File: config.mk
export PLATFORM = sky130hd
export DESIGN_NAME = blur_pixel_feeder
export DESIGN_NICKNAME = d
export VERILOG_FILES = /design/src/rtl/blur_feeder_pkg.sv /design/src/rtl/line_credit_counter.sv /design/src/rtl/blur_pixel_feeder.sv
export SDC_FILE = /design/constraint.sdc
export NUM_CORES = 1
export LEC_CHECK = 0
export ABC_AREA = 1
export BUFFER_PORTS_ARGS = -buffer_cell sky130_fd_sc_hd__buf_2
export CORE_ASPECT_RATIO = 0.75
export CORE_MARGIN = 2
export CORE_UTILIZATION = 52
export CTS_BUF_LIST = sky130_fd_sc_hd__clkbuf_4 sky130_fd_sc_hd__clkbuf_8 sky130_fd_sc_hd__clkbuf_16
export DETAILED_ROUTE_END_ITERATION = 6
export MAX_ROUTING_LAYER = met4
export PLACE_DENSITY = 0.8
export SYNTH_ARGS = -nofsm -noshare
export SYNTH_HDL_FRONTEND = slang
export SYNTH_SLANG_ARGS = --single-unit
File: constraint.sdc
create_clock -name clk -period 2.1 [get_ports clk]
set_input_delay 0.105 -clock clk [delete_from_list [all_inputs] [get_ports clk]]
set_output_delay 0.105 -clock clk [all_outputs]
set_load 0.05 [all_outputs]
File: src/rtl/blur_feeder_pkg.sv
// blur_feeder_pkg: shared state encoding and defaults for the blur pixel feeder
package blur_feeder_pkg;
  typedef enum logic [1:0] {IDLE, SEND, WAIT, FINISH} feeder_state_t;
  localparam int PRIME_LINES_DEF = 4;
endpackage

File: src/rtl/line_credit_counter.sv
// line_credit_counter: saturating up/down row-credit counter with load and next-zero lookahead
module line_credit_counter #(
  parameter int W = 4
) (
  input  logic         clk,
  input  logic         rst,
  input  logic         load,
  input  logic [W-1:0] loadVal,
  input  logic         inc,
  input  logic         dec,
  output logic [W-1:0] count,
  output logic         zeroNext
);
  logic [W-1:0] count_q, count_d;
  // load wins; simultaneous inc and dec cancel; saturate at both ends
  always_comb begin
    count_d = load ? loadVal :
              (inc && !dec && !(&count_q)) ? count_q + 1'b1 :
              (dec && !inc && (|count_q)) ? count_q - 1'b1 : count_q;
    zeroNext = count_d == '0;
  end
  // credit register
  always_ff @(posedge clk)
    if (rst) count_q <= '0;
    else count_q <= count_d;
  assign count = count_q;
endmodule

File: src/rtl/blur_pixel_feeder.sv
// blur_pixel_feeder: raster-order pixel source that primes and then paces the box blur core
module blur_pixel_feeder
  import blur_feeder_pkg::*;
#(
  parameter int DATA_WIDTH  = 8,
  parameter int IMG_WIDTH   = 512,
  parameter int IMG_HEIGHT  = 512,
  parameter int ADDR_WIDTH  = $clog2(IMG_WIDTH*IMG_HEIGHT),
  parameter int PRIME_LINES = PRIME_LINES_DEF
) (
  input  logic                  clk,
  input  logic                  rst,
  input  logic                  start,
  output logic                  memRdEn,
  output logic [ADDR_WIDTH-1:0] memAddr,
  input  logic [DATA_WIDTH-1:0] memRdData,
  input  logic                  lineDone,
  output logic [DATA_WIDTH-1:0] outPixel,
  output logic                  outPixelValid,
  output logic                  busy,
  output logic                  done
);
  localparam int CW   = $clog2(PRIME_LINES + IMG_HEIGHT) + 1;
  localparam int COLW = IMG_WIDTH > 1 ? $clog2(IMG_WIDTH) : 1;
  localparam int ROWW = IMG_HEIGHT > 1 ? $clog2(IMG_HEIGHT) : 1;
  feeder_state_t state_q, state_d;
  logic [COLW-1:0] col_q, col_d;
  logic [ROWW-1:0] row_q, row_d;
  logic [ADDR_WIDTH-1:0] addr_q, addr_d;
  logic rd_en_q, valid_q, busy_q, done_q;
  logic [CW-1:0] credit;
  logic credit_zero_next, row_end, last_row;
  assign row_end  = state_q == SEND && col_q == COLW'(IMG_WIDTH - 1);
  assign last_row = row_q == ROWW'(IMG_HEIGHT - 1);
  line_credit_counter #(.W(CW)) u_credit (
    .clk      (clk),
    .rst      (rst),
    .load     (state_q == IDLE && start),
    .loadVal  (CW'(PRIME_LINES)),
    .inc      (lineDone && state_q != IDLE),
    .dec      (row_end),
    .count    (credit),
    .zeroNext (credit_zero_next)
  );
  // next state and raster counters; the address runs linearly since rows are read in order
  always_comb begin
    state_d = state_q;
    col_d   = col_q;
    row_d   = row_q;
    addr_d  = addr_q;
    case (state_q)
      IDLE: if (start) begin
        col_d   = '0;
        row_d   = '0;
        addr_d  = '0;
        state_d = SEND;
      end
      SEND: begin
        addr_d  = addr_q + 1'b1;
        col_d   = row_end ? '0 : col_q + 1'b1;
        row_d   = row_end ? row_q + 1'b1 : row_q;
        state_d = (row_end && last_row) ? FINISH : (row_end && credit_zero_next) ? WAIT : SEND;
      end
      WAIT: state_d = credit != '0 ? SEND : WAIT;
      default: state_d = IDLE;
    endcase
  end
  // state, counters and registered outputs derived from the upcoming state
  always_ff @(posedge clk)
    if (rst) begin
      state_q <= IDLE;
      col_q   <= '0;
      row_q   <= '0;
      addr_q  <= '0;
      rd_en_q <= 1'b0;
      valid_q <= 1'b0;
      busy_q  <= 1'b0;
      done_q  <= 1'b0;
    end else begin
      state_q <= state_d;
      col_q   <= col_d;
      row_q   <= row_d;
      addr_q  <= addr_d;
      rd_en_q <= state_d == SEND;
      valid_q <= rd_en_q;
      busy_q  <= state_d != IDLE;
      done_q  <= state_d == FINISH;
    end
  assign memRdEn       = rd_en_q;
  assign memAddr       = addr_q;
  assign outPixelValid = valid_q;
  assign busy          = busy_q;
  assign done          = done_q;
  assign outPixel      = valid_q ? memRdData : '0;
endmodule
==> impl_results.md, run 1 <==
- Status: complete, but fails checks
- Failing checks: setup timing
- CTS tree: built
- Crit-path slowest cell: dfxtp_2
- Drt pass-1 iters: 5
- HP Class: input pin to flop
- CP delay by family, top: simple AND/OR/NAND/NOR gates
- Synth top cells by count: 123 x nand2_1, 57 x nor2_1, 53 x dfxtp_1, 51 x inv_1, 42 x nand3_1
- Vias in the first global route: 3128
- Slowest stage delay, CP: about 0.37 ns
- RSZ-0062 raised after global routing: yes
- CORE AREA: ~0.0057 mm²
- Critical path arrival: 2.72 ns
- Final worst slack: -0.426 ns
- Final Max Slew Viols: 0
- Post-route ant nets: 0
- Fillers: between 400 and 500
- Layout area overhead: 37.1%
- CP Max Fanout: 6
- Synth top area share: 34.9%
- Share of cells above drive strength 1: 33.5%
- Vias: approximately 3600
- Die W: a little over 90 µm
- Clock Latency Late Sink: 0.31 ns
- Worst Skew: 0.0100 ns
- H-tree Lvls: 2
- Netlist Area Pre-Place: 0.00304 mm²
- Placed wire-length estimate: 6.86 mm
- Largest net degree at the start of global routing: 27
- Post-route clock period utilization: 120%
- Global-route wire length before repair: between 10 and 15 mm
- Bufs and invs on worst path: 2
- Synth area leaders: dfxtp_1 35%, nand2_1 15%, nor2_1 7.0%, nand3_1 6.9%, inv_1 6.3%
- Synthesized area per cell: 6.60 µm²
- Max_cap viols: 0
- DRT iter0 DRCs: about 380
- CTS buffer count: 5
- Data required time of the worst path: ~2.3 ns
- Footprint of the multi-input gates: 0.00193 mm²
- Final-report hold violation count: 0
- Die ar.: ~0.0065 mm²
- Grt ovf: 0
- Main flop type after synthesis: dfxtp_1
- DIE HEIGHT: 70.2 µm
- Mapped Cells: 460
- EDFF count, synth: 0
- N_diodes: 0
- Synth warn: 0
- Initial antenna violation count: 0
- DRC: 0
- Clock root cell: clkbuf_8
- Placed instance area: 0.00373 mm²
- Post-route minimum period: 2.53 ns
- Worst-path clk slew: ~0.1 ns
- Starting Density: 53.0%
- Worst Setup Path Type: flop to flop
- CTS Sinks: 53
- Fmax: 396 MHz
- CP Capture Type: flop
- Clock buffer depth: 2
- Worst-margin pin slew: roughly 0.40 ns
- Ports: 42
- Slew HR: 73.4%
- Register Area: ~0.0011 mm²
- Final Cell Area: 0.00417 mm²
- Crit-path cells: ha_4 > nand2_4 > nor4_4 > ha_2 > inv_4 > nor2_8 > nand2_4 > clkinv_4 > nand3_2 > nand3_1 > nand2_1 > nor2_2 > nand2_1 > nor2_2 > nand3_2 > nand2_1 > nand2_1 > nand2_1 > nand2_1
- Worst VDD drop: 354 µV
- # hold bufs at CTS: 0
- Nature of the critical path startpoint: flop
- Post-synthesis cell type count: between 40 and 50
- GRT Util Overall: 29.4%
- Hold_ws: just over 0.06 ns
- Yosys reg bits: 53
- Num rows: 24
- Gp weighted congestion: 0.999
- Async SR Flop Fraction: 0%
- Most used cell, CP: nand2_1
- Drt total wl: about 9.8 mm
- Leak: 0.00203 µW
- Number of port buffers: slightly above 40
- # setup viols final: 9
- Synth area leader: dfxtp_1
- Post-synthesis sequential area ratio: a little over a third
- Syn_nets: 480
- DR WL/cell: 15.2 µm
- Most frequent cell after synthesis: nand2_1
- Pwr/cell area: about 530 mW/mm²
- Nets@finish: between 500 and 600
- DR vias/cell: 5.52
==> worst register-to-register path: cells and delay by family (launching register included) <==
kind	cells	cell delay, ns
and+or+nand+nor	15	1.50
adders and majority gates	2	0.39
DFF	1	0.37
buffers and inverters	2	0.15
==> per-stage QoR <==
step | TNS, ns | util, % | setup WS, ns | power [µW] | cells
finish | -1.77 | 72.6 | -0.426 | 2190 | 645
global route | -3.21 | 72.6 | -0.566 | 2270 | 645
CTS | -0.866 | 69.0 | -0.249 | 2160 | 638
detailed placement | -0.855 | 65.1 | -0.252 | 1450 | 622
global placement | -0.506 | 65.1 | -0.170 | 1440 | 622
floorplan | -0.00716 | - | -0.00716 | 1300 | 460
==> final timing paths <==
path | from | to | slack, ns | cells past startpoint
setup / recovery | col_q[1]$_SDFFE_PP0P_ | busy$_SDFF_PP0_ | -0.43 | 19
hold / removal | rst | u_credit.count[7]$_SDFF_PP0_ | 0.06 | 2
setup reg to reg | col_q[1]$_SDFFE_PP0P_ | busy$_SDFF_PP0_ | -0.43 | 19
hold reg to reg | memRdEn$_SDFF_PP0_ | outPixelValid$_SDFF_PP0_ | 0.42 | 2
==> repair_timing <==
action	CTS	global route
cloned	0	0
setup buffers	8	7
gates resized for setup	13	48
endpoints found under the setup margin	5	19
pin swaps	7	13
==> state kept, by name, summed over array words and instances, names as in the netlist <==
register	count
u_credit.count	11
outPixelValid	1
state_q	2
busy	1
memAddr	18
col_q	9
done	1
row_q	9
memRdEn	1
==> report_power, final <==
part / leakage, µW / internal, µW / total [µW] / switching, µW
clock network: 0.0000588 / 371 / 719 / 347
logic: 0.00154 / 150 / 420 / 270
registers: 0.000432 / 1020 / 1050 / 27.9
==> cell usage in the layout (no fill, tap or decap), drive strengths merged <==
| master | n |
|---|---|
| nor3 | 12 |
| clkinv | 3 |
| nand4 | 5 |
| inv | 54 |
| a211oi | 3 |
| ha | 8 |
| o21a | 1 |
| a32oi | 2 |
| nand3b | 6 |
| buf | 110 |
| a21oi | 33 |
| nor2 | 62 |
| o311a | 1 |
| o2111ai | 1 |
| dfxtp | 53 |
| o22ai | 1 |
| o211a | 1 |
| nor3b | 2 |
| o21ai | 19 |
| and3 | 1 |
| a311oi | 2 |
| o221ai | 1 |
| or2 | 2 |
| a22oi | 1 |
| nand2 | 128 |
| xor2 | 2 |
| bufinv | 1 |
| nor4 | 1 |
| nand3 | 44 |
| o31ai | 1 |
| clkbuf | 6 |
==> cells by family after synthesis <==
| group | after synthesis | synth area share, % |
|---|---|---|
| buffers and inverters | 67 | 8.85 |
| AOI/OAI and AO/OA | 67 | 12.9 |
| and+or+nand+nor | 263 | 39.5 |
| adders and majority gates | 8 | 3.30 |
| DFF | 53 | 34.9 |
| xor gates and xnor gates | 2 | 0.577 |
==> area by class of cell <==
type,instances,area share (%)
Sequential cell,53,25.7
Clock buffer,6,1.83
Inverter,56,5.23
Multi-Input combinational cell,340,46.2
Tap cell,78,2.34
Timing Repair Buffer,110,17.7
Clock inverter,2,0.931
==> layer usage <==
| metal | up-vias | global-route usage (%) | wire [µm] |
|---|---|---|---|
| li1 | 1718 | - | - |
| met1 | 1637 | 42.4 | 4440 |
| met2 | 174 | 41.8 | 4230 |
| met3 | 30 | 5.83 | 903 |
| met4 | 0 | 8.46 | 239 |
| met5 | - | - | 0 |
(Power assumes the default switching activity.)
==> inputs of run 2 (changes only) <==
Settings changed: RECOVER_POWER set to 25.
==> run 2 against run 1 <==
The run still ends with setup timing left. Die area unchanged. Flip-flop and latch count unchanged. Routed wire length fell by 0.18%. Core utilization down 0.33 points. Sequential share of layout area is 0.12 points higher. Fmax shrank 0.16%. Cell area decreased by 0.45%. Register-to-register slack barely moved. Non-clock buffer count did not move. Total power barely moved. First-iteration DRC count fell by 16%. Critical path type unchanged. Critical endpoint unchanged. Largest power group unchanged.
==> impl_results.md, run 2 (synthesized netlist as in run 1, its figures left out) <==
- Max reg flops: 18
- Share of cells above drive strength 1: 30.9%
- Post-route ant nets: 0
- Grt ovf: 0
- HP Class: input pin to flop
- Commonest non-fill, non-tap cell in the layout: nand2_1
- Worst-margin pin slew: 0.606 ns
- Bufs and invs on worst path: 2
- Wire length on met1: 4.35 mm
- Die ar.: 0.00648 mm²
- Worst VDD drop: approximately 360 µV
- Vias: about 3600
- Ports: 42
- Post-route clock period utilization: 120%
- DIE HEIGHT: 70.2 µm
- Global-route wire length before repair: 14.7 mm
- Nature of the critical path startpoint: flop
- Combinational share of power: 19.1%
- Met2 Wirelength: 4.23 mm
- Drt pass-1 iters: 5
- Num rows: 24
- Slowest stage delay, CP: 0.37 ns
- CP Capture Type: flop
- Most used cell, CP: nand2_1
- Post-route minimum period: 2.53 ns
- Final-report hold violation count: 0
- Int Pwr: 1540 µW
- Data required time of the worst path: 2.30 ns
- Fmax: approximately 400 MHz
- Crit-path cells: ha_4 > nand2_4 > nor4_4 > ha_2 > inv_4 > nor2_8 > nand2_4 > clkinv_4 > nand3_2 > nand3_1 > nand2_1 > nor2_2 > nand2_1 > nor2_2 > nand3_2 > nand2_1 > nand2_1 > nand2_1 > nand2_1
- R2R Setup Slk: -0.43 ns
- DR vias/cell: approximately 5.6
- Crit-path slowest cell: dfxtp_2
- H-tree Lvls: 2
- N_diodes: 0
- Fillers: 443
- Worst-path clk slew: 0.10 ns
- Slew HR: 59.8%
- Die W: 92.3 µm
- Starting Density: roughly 53%
- Clock root cell: clkbuf_8
- Worst Skew: 0.0120 ns
- Nets@finish: 586
- Worst Setup Path Type: flop to flop
- Sw Pwr: 645 µW
- Placed wire-length estimate: 6.86 mm
- Drt total wl: 9.80 mm
- DR WL/cell: roughly 15 µm
- CP delay by family, top: simple AND/OR/NAND/NOR gates
- Finished Core Util: 72.3%
- Leak: 0.00197 µW
- Pwr/cell area: approximately 530 mW/mm²
- Clock share of power: 32.9%
- DRC: 0
- CTS Sinks: 53
- Switching portion of total power: 29.5%
- CORE AREA: 0.00574 mm²
- Clock Latency Late Sink: 0.31 ns
- Vias in the first global route: ~3100
- Critical path arrival: 2.73 ns
- Clock buffer depth: 2
- Gp weighted congestion: 0.999
- Max_cap viols: 0
- Most frequent cells in the layout: 115 x nand2_1, 65 x buf_4, 49 x inv_1, 47 x dfxtp_1, 41 x nor2_1
- Layout area overhead: 36.5%
- GRT Util Overall: 29.4%
- Initial antenna violation count: 0
- RSZ-0062 raised after global routing: yes
- Number of port buffers: 41
- Top layer in use: met4
- CP Max Fanout: 6
- CTS buffer count: 5
- Final Max Slew Viols: 0
- Sequential Power Share: between 40% and 50%
- # setup viols final: 9
- DRT iter0 DRCs: 318
- Total power draw: 2190 µW
- Largest net degree at the start of global routing: 27
- Met3 wire len: around 1000 µm
- CTS tree: built
- Failing checks: setup timing
- Status: complete, but fails checks
- # hold bufs at CTS: 0
- Final worst slack: -0.430 ns
- Sum Neg Setup Slack: -1.80 ns
-- run 2: worst reg2reg max path, stage by stage, from the launching register on --
cell	delay, ns
dfxtp_2	0.37
ha_4	0.15
nand2_4	0.06
nor4_4	0.13
ha_2	0.24
inv_4	0.05
nor2_8	0.12
nand2_4	0.09
clkinv_4	0.09
nand3_2	0.10
nand3_1	0.08
nand2_1	0.06
nor2_2	0.13
nand2_1	0.09
nor2_2	0.16
nand3_2	0.13
nand2_1	0.13
nand2_1	0.08
nand2_1	0.09
nand2_1	0.07
-- run 2: power by group through the flow --
stage	Sequential (µW)	Clock, µW	Combinational, µW
6_report	1050	720	417
3_3_place_gp	1070	0	371
4_1_cts	1050	730	384
2_1_floorplan	1090	0	217
3_5_place_dp	1070	0	374
5_1_grt	1060	761	449
-- run 2: timing repair --
| item | CTS | global route |
|---|---|---|
| resized for setup | 13 | 48 |
| pin swaps | 7 | 13 |
| setup endpoints to repair | 5 | 19 |
| hold endpoints to repair | 0 | 0 |
| setup buffers | 8 | 7 |
-- run 2: per-layer routing --
layer  vias to the layer above  track usage [%]
li1                       1715                -
met1                      1634             42.4
met2                       206             41.8
met3                        31             5.83
met4                         0             8.46
met5                         -                -
-- run 2: area by class of cell --
cell class / instances / area (µm²) / area share (%)
clock buffers: 6 / 76.3 / 1.84
clock inverters: 2 / 38.8 / 0.935
inverters: 56 / 218 / 5.25
multi-input cells: 340 / 1930 / 46.4
flip-flops and latches: 53 / 1070 / 25.8
well taps: 78 / 97.6 / 2.35
repair buffers: 110 / 719 / 17.4
-- run 2: path summary, 6_finish.rpt --
kind / start / end / depth (start not counted)
worst min register to register: memRdEn$_SDFF_PP0_ / outPixelValid$_SDFF_PP0_ / 2
worst max-delay path: col_q[1]$_SDFFE_PP0P_ / busy$_SDFF_PP0_ / 19
worst max register to register: col_q[1]$_SDFFE_PP0P_ / busy$_SDFF_PP0_ / 19
worst min-delay path: rst / u_credit.count[7]$_SDFF_PP0_ / 2
-- run 2: per-stage QoR --
| step | hold slack [ns] | std cells | worst slack (ns) | instance area (µm²) |
|---|---|---|---|---|
| after detailed placement | 0.355 | 622 | -0.252 | 3730 |
| after global routing | 0.0587 | 645 | -0.566 | 4150 |
| after floorplan | 0.276 | 460 | -0.00716 | 3080 |
| after global placement | 0.356 | 622 | -0.170 | 3730 |
| final | 0.0631 | 645 | -0.430 | 4150 |
| after CTS | 0.0207 | 638 | -0.249 | 3960 |
==> inputs of run 3 (changes only) <==
Settings changed: CTS_BUF_LIST sky130_fd_sc_hd__clkbuf_4 sky130_fd_sc_hd__clkbuf_8 sky130_fd_sc_hd__clkbuf_16 to unset, GPL_TIMING_DRIVEN set to 0.
==> run 3 against run 2 <==
The run still ends with setup timing left. Non-clock buffer count down 48. Total power down 9.7%. Clock power down 18%. Core utilization down 8.8 points. Flip-flop and latch count unchanged. Clock skew down 0.0023 ns. First-iteration DRC count up 9.1%. Global-route usage down 3.9 points. Routed wire length down 20%. Die area unchanged. Fmax up 8.2%. Largest power group unchanged.
==> impl_results.md, run 3 (synthesized netlist as in run 1, its figures left out) <==
- Clock Latency Late Sink: 0.31 ns
- Ports: 42
- # hold bufs at CTS: 0
- Vias: 3227
- Clock share of power: roughly 30%
- # setup viols final: 9
- Drt total wl: 7.85 mm
- Data required time of the worst path: 2.30 ns
- DR WL/cell: 13.2 µm
- Status: complete, but fails checks
- Clock root cell: clkbuf_8
- CTS buffer count: 5
- Crit path to: busy$_SDFF_PP0_
- CP Capture Type: flop
- RSZ-0062 raised after global routing: yes
- Post-route minimum period: 2.34 ns
- Final Max Slew Viols: 0
- DR vias/cell: 5.41
- DIE HEIGHT: 70.2 µm
- Gp weighted congestion: 0.919
- Global-route wire length before repair: 13.0 mm
- Combinational share of power: between 10% and 20%
- HP Class: input pin to flop
- Final worst slack: -0.239 ns
- N_diodes: 0
- Layout area overhead: 19.9%
- H-tree Lvls: 2
- Fmax: 427 MHz
- Slowest stage delay, CP: 0.36 ns
- Post-route ant nets: 0
- CTS tree: built
- Met2 usage: 38.0%
- FF-to-FF path depth: 19
- Vias in the first global route: 2914
- Die ar.: 0.00648 mm²
- Sw Pwr: 594 µW
- Worst VDD drop: a little under 300 µV
- Grt ovf: 0
- Worst Skew: 0.00970 ns
- CP Max Fanout: 4
- Worst-margin pin slew: 0.608 ns
- Nets@finish: 538
- CORE AREA: 0.00574 mm²
- Crit. Startpoint: col_q[1]$_SDFFE_PP0P_
- Worst Setup Path Type: flop to flop
- Max reg flops: 18
- Num rows: 24
- Commonest non-fill, non-tap cell in the layout: nand2_1
- DRT iter0 DRCs: 347
- Crit-path cells: ha_4 > nand2_4 > nor4_4 > ha_2 > inv_2 > nor2_8 > nand2_4 > a21oi_4 > nand2_1 > nand2_1 > nand2_1 > nand2_1 > nand2_1 > nor2_2 > nand3_2 > nand2_1 > nand2_1 > nand2_2 > nand2_1
- Placed wire-length estimate: roughly 5.7 mm
- Leak: 0.00167 µW
- Starting Density: between 50 and 60%
- Number of port buffers: 41
- GRT Util Overall: 25.5%
- Slew HR: 59.6%
- Gr busiest metal: met2
- HP Start: rst
- Sequential Power Share: between 50% and 60%
- R2R Setup Slk: -0.24 ns
- RR Endpoint: busy$_SDFF_PP0_
- Pwr/cell area: 543 mW/mm²
- Crit-path slowest cell: dfxtp_2
- Critical path arrival: 2.54 ns
- Clock buffer depth: 2
- Largest net degree at the start of global routing: 16
- Grt met1 use: 36.1%
- Drt pass-1 iters: 5
- CTS Sinks: between 50 and 60
- Setup WS pre-CTS: -0.383 ns
- Most frequent cells in the layout: 116 x nand2_1, 48 x inv_1, 48 x nor2_1, 45 x dfxtp_1, 36 x nand3_1
- Post-route clock period utilization: 111%
- DRC: 0
- Int Pwr: 1380 µW
- Fillers: 535
- Switching portion of total power: between 30% and 40%
- Share of cells above drive strength 1: around a fifth
- Hold_ws: 0.0939 ns
- Max_cap viols: 0
- Nature of the critical path startpoint: flop
- Failing checks: setup timing
- Initial antenna violation count: 0
- Final-report hold violation count: 0
- Die W: 92.3 µm
- Worst-path clk slew: 0.09 ns
- GR Util met3: 4.64%
- Reg2reg start: col_q[1]$_SDFFE_PP0P_
- Most used cell, CP: nand2_1
==> run 3: worst min path at each step <==
stage,slack (ns),cells after the start,endpoint
final,0.09,3,memAddr[17]$_SDFFE_PP0P_
after global routing,0.1,3,memAddr[17]$_SDFFE_PP0P_
after CTS,0.09,3,memAddr[17]$_SDFFE_PP0P_
after detailed placement,0.41,3,memAddr[17]$_SDFFE_PP0P_
after global placement,0.41,2,outPixelValid$_SDFF_PP0_
after floorplan,0.28,2,memAddr[17]$_SDFFE_PP0P_
==> run 3: layout make-up <==
class / count / area (µm²) / share of cell area [%]
timing repair buffer: 51 / 265 / 7.28
multi-input combinational: 340 / 1850 / 50.7
clock buffer: 6 / 82.6 / 2.27
clock inverter: 1 / 7.51 / 0.206
inverter: 56 / 215 / 5.91
sequential: 53 / 1070 / 29.4
buffer: 11 / 57.6 / 1.58
tap: 78 / 97.6 / 2.68
==> run 3: power groups by stage <==
stage                     logic [µW]  clock network [µW]  registers, µW
after floorplan                  217                   0           1090
after global placement           314                   0           1070
after detailed placement         320                   0           1070
after CTS                        336                 602           1040
after global routing             377                 635           1050
final                            343                 591           1040
==> run 3: through the flow <==
step | TNS, ns | total power (µW) | utilization (%) | std cells | area, µm²
floorplan | -0.00716 | 1300 | - | 460 | 3080
global placement | -1.40 | 1380 | 59.1 | 579 | 3390
detailed placement | -1.59 | 1390 | 59.1 | 579 | 3390
CTS | -1.65 | 1980 | 62.8 | 594 | 3600
global route | -3.94 | 2060 | 63.5 | 596 | 3640
finish | -1.77 | 1980 | 63.5 | 596 | 3640
==> run 3: timing repair <==
item	4_1_cts	5_1_grt
pin swaps	5	9
gates resized for setup	18	15
buffers inserted	8	2
endpoints found under the setup margin	9	25
==> run 3: worst max-delay path: cells and delay by family (launching register included) <==
family / cells / cell delay, ns
buffers and inverters: 1 / 0.06
and+or+nand+nor: 15 / 1.23
adders and majority gates: 2 / 0.39
DFF: 1 / 0.36
AOI/OAI and AO/OA: 1 / 0.19
==> run 3: per-layer routing <==
layer,part of all wire (%),vias up
met4,0.97,0
met1,47,1461
met3,8.3,10
met5,0,-
met2,43,138
li1,-,1618
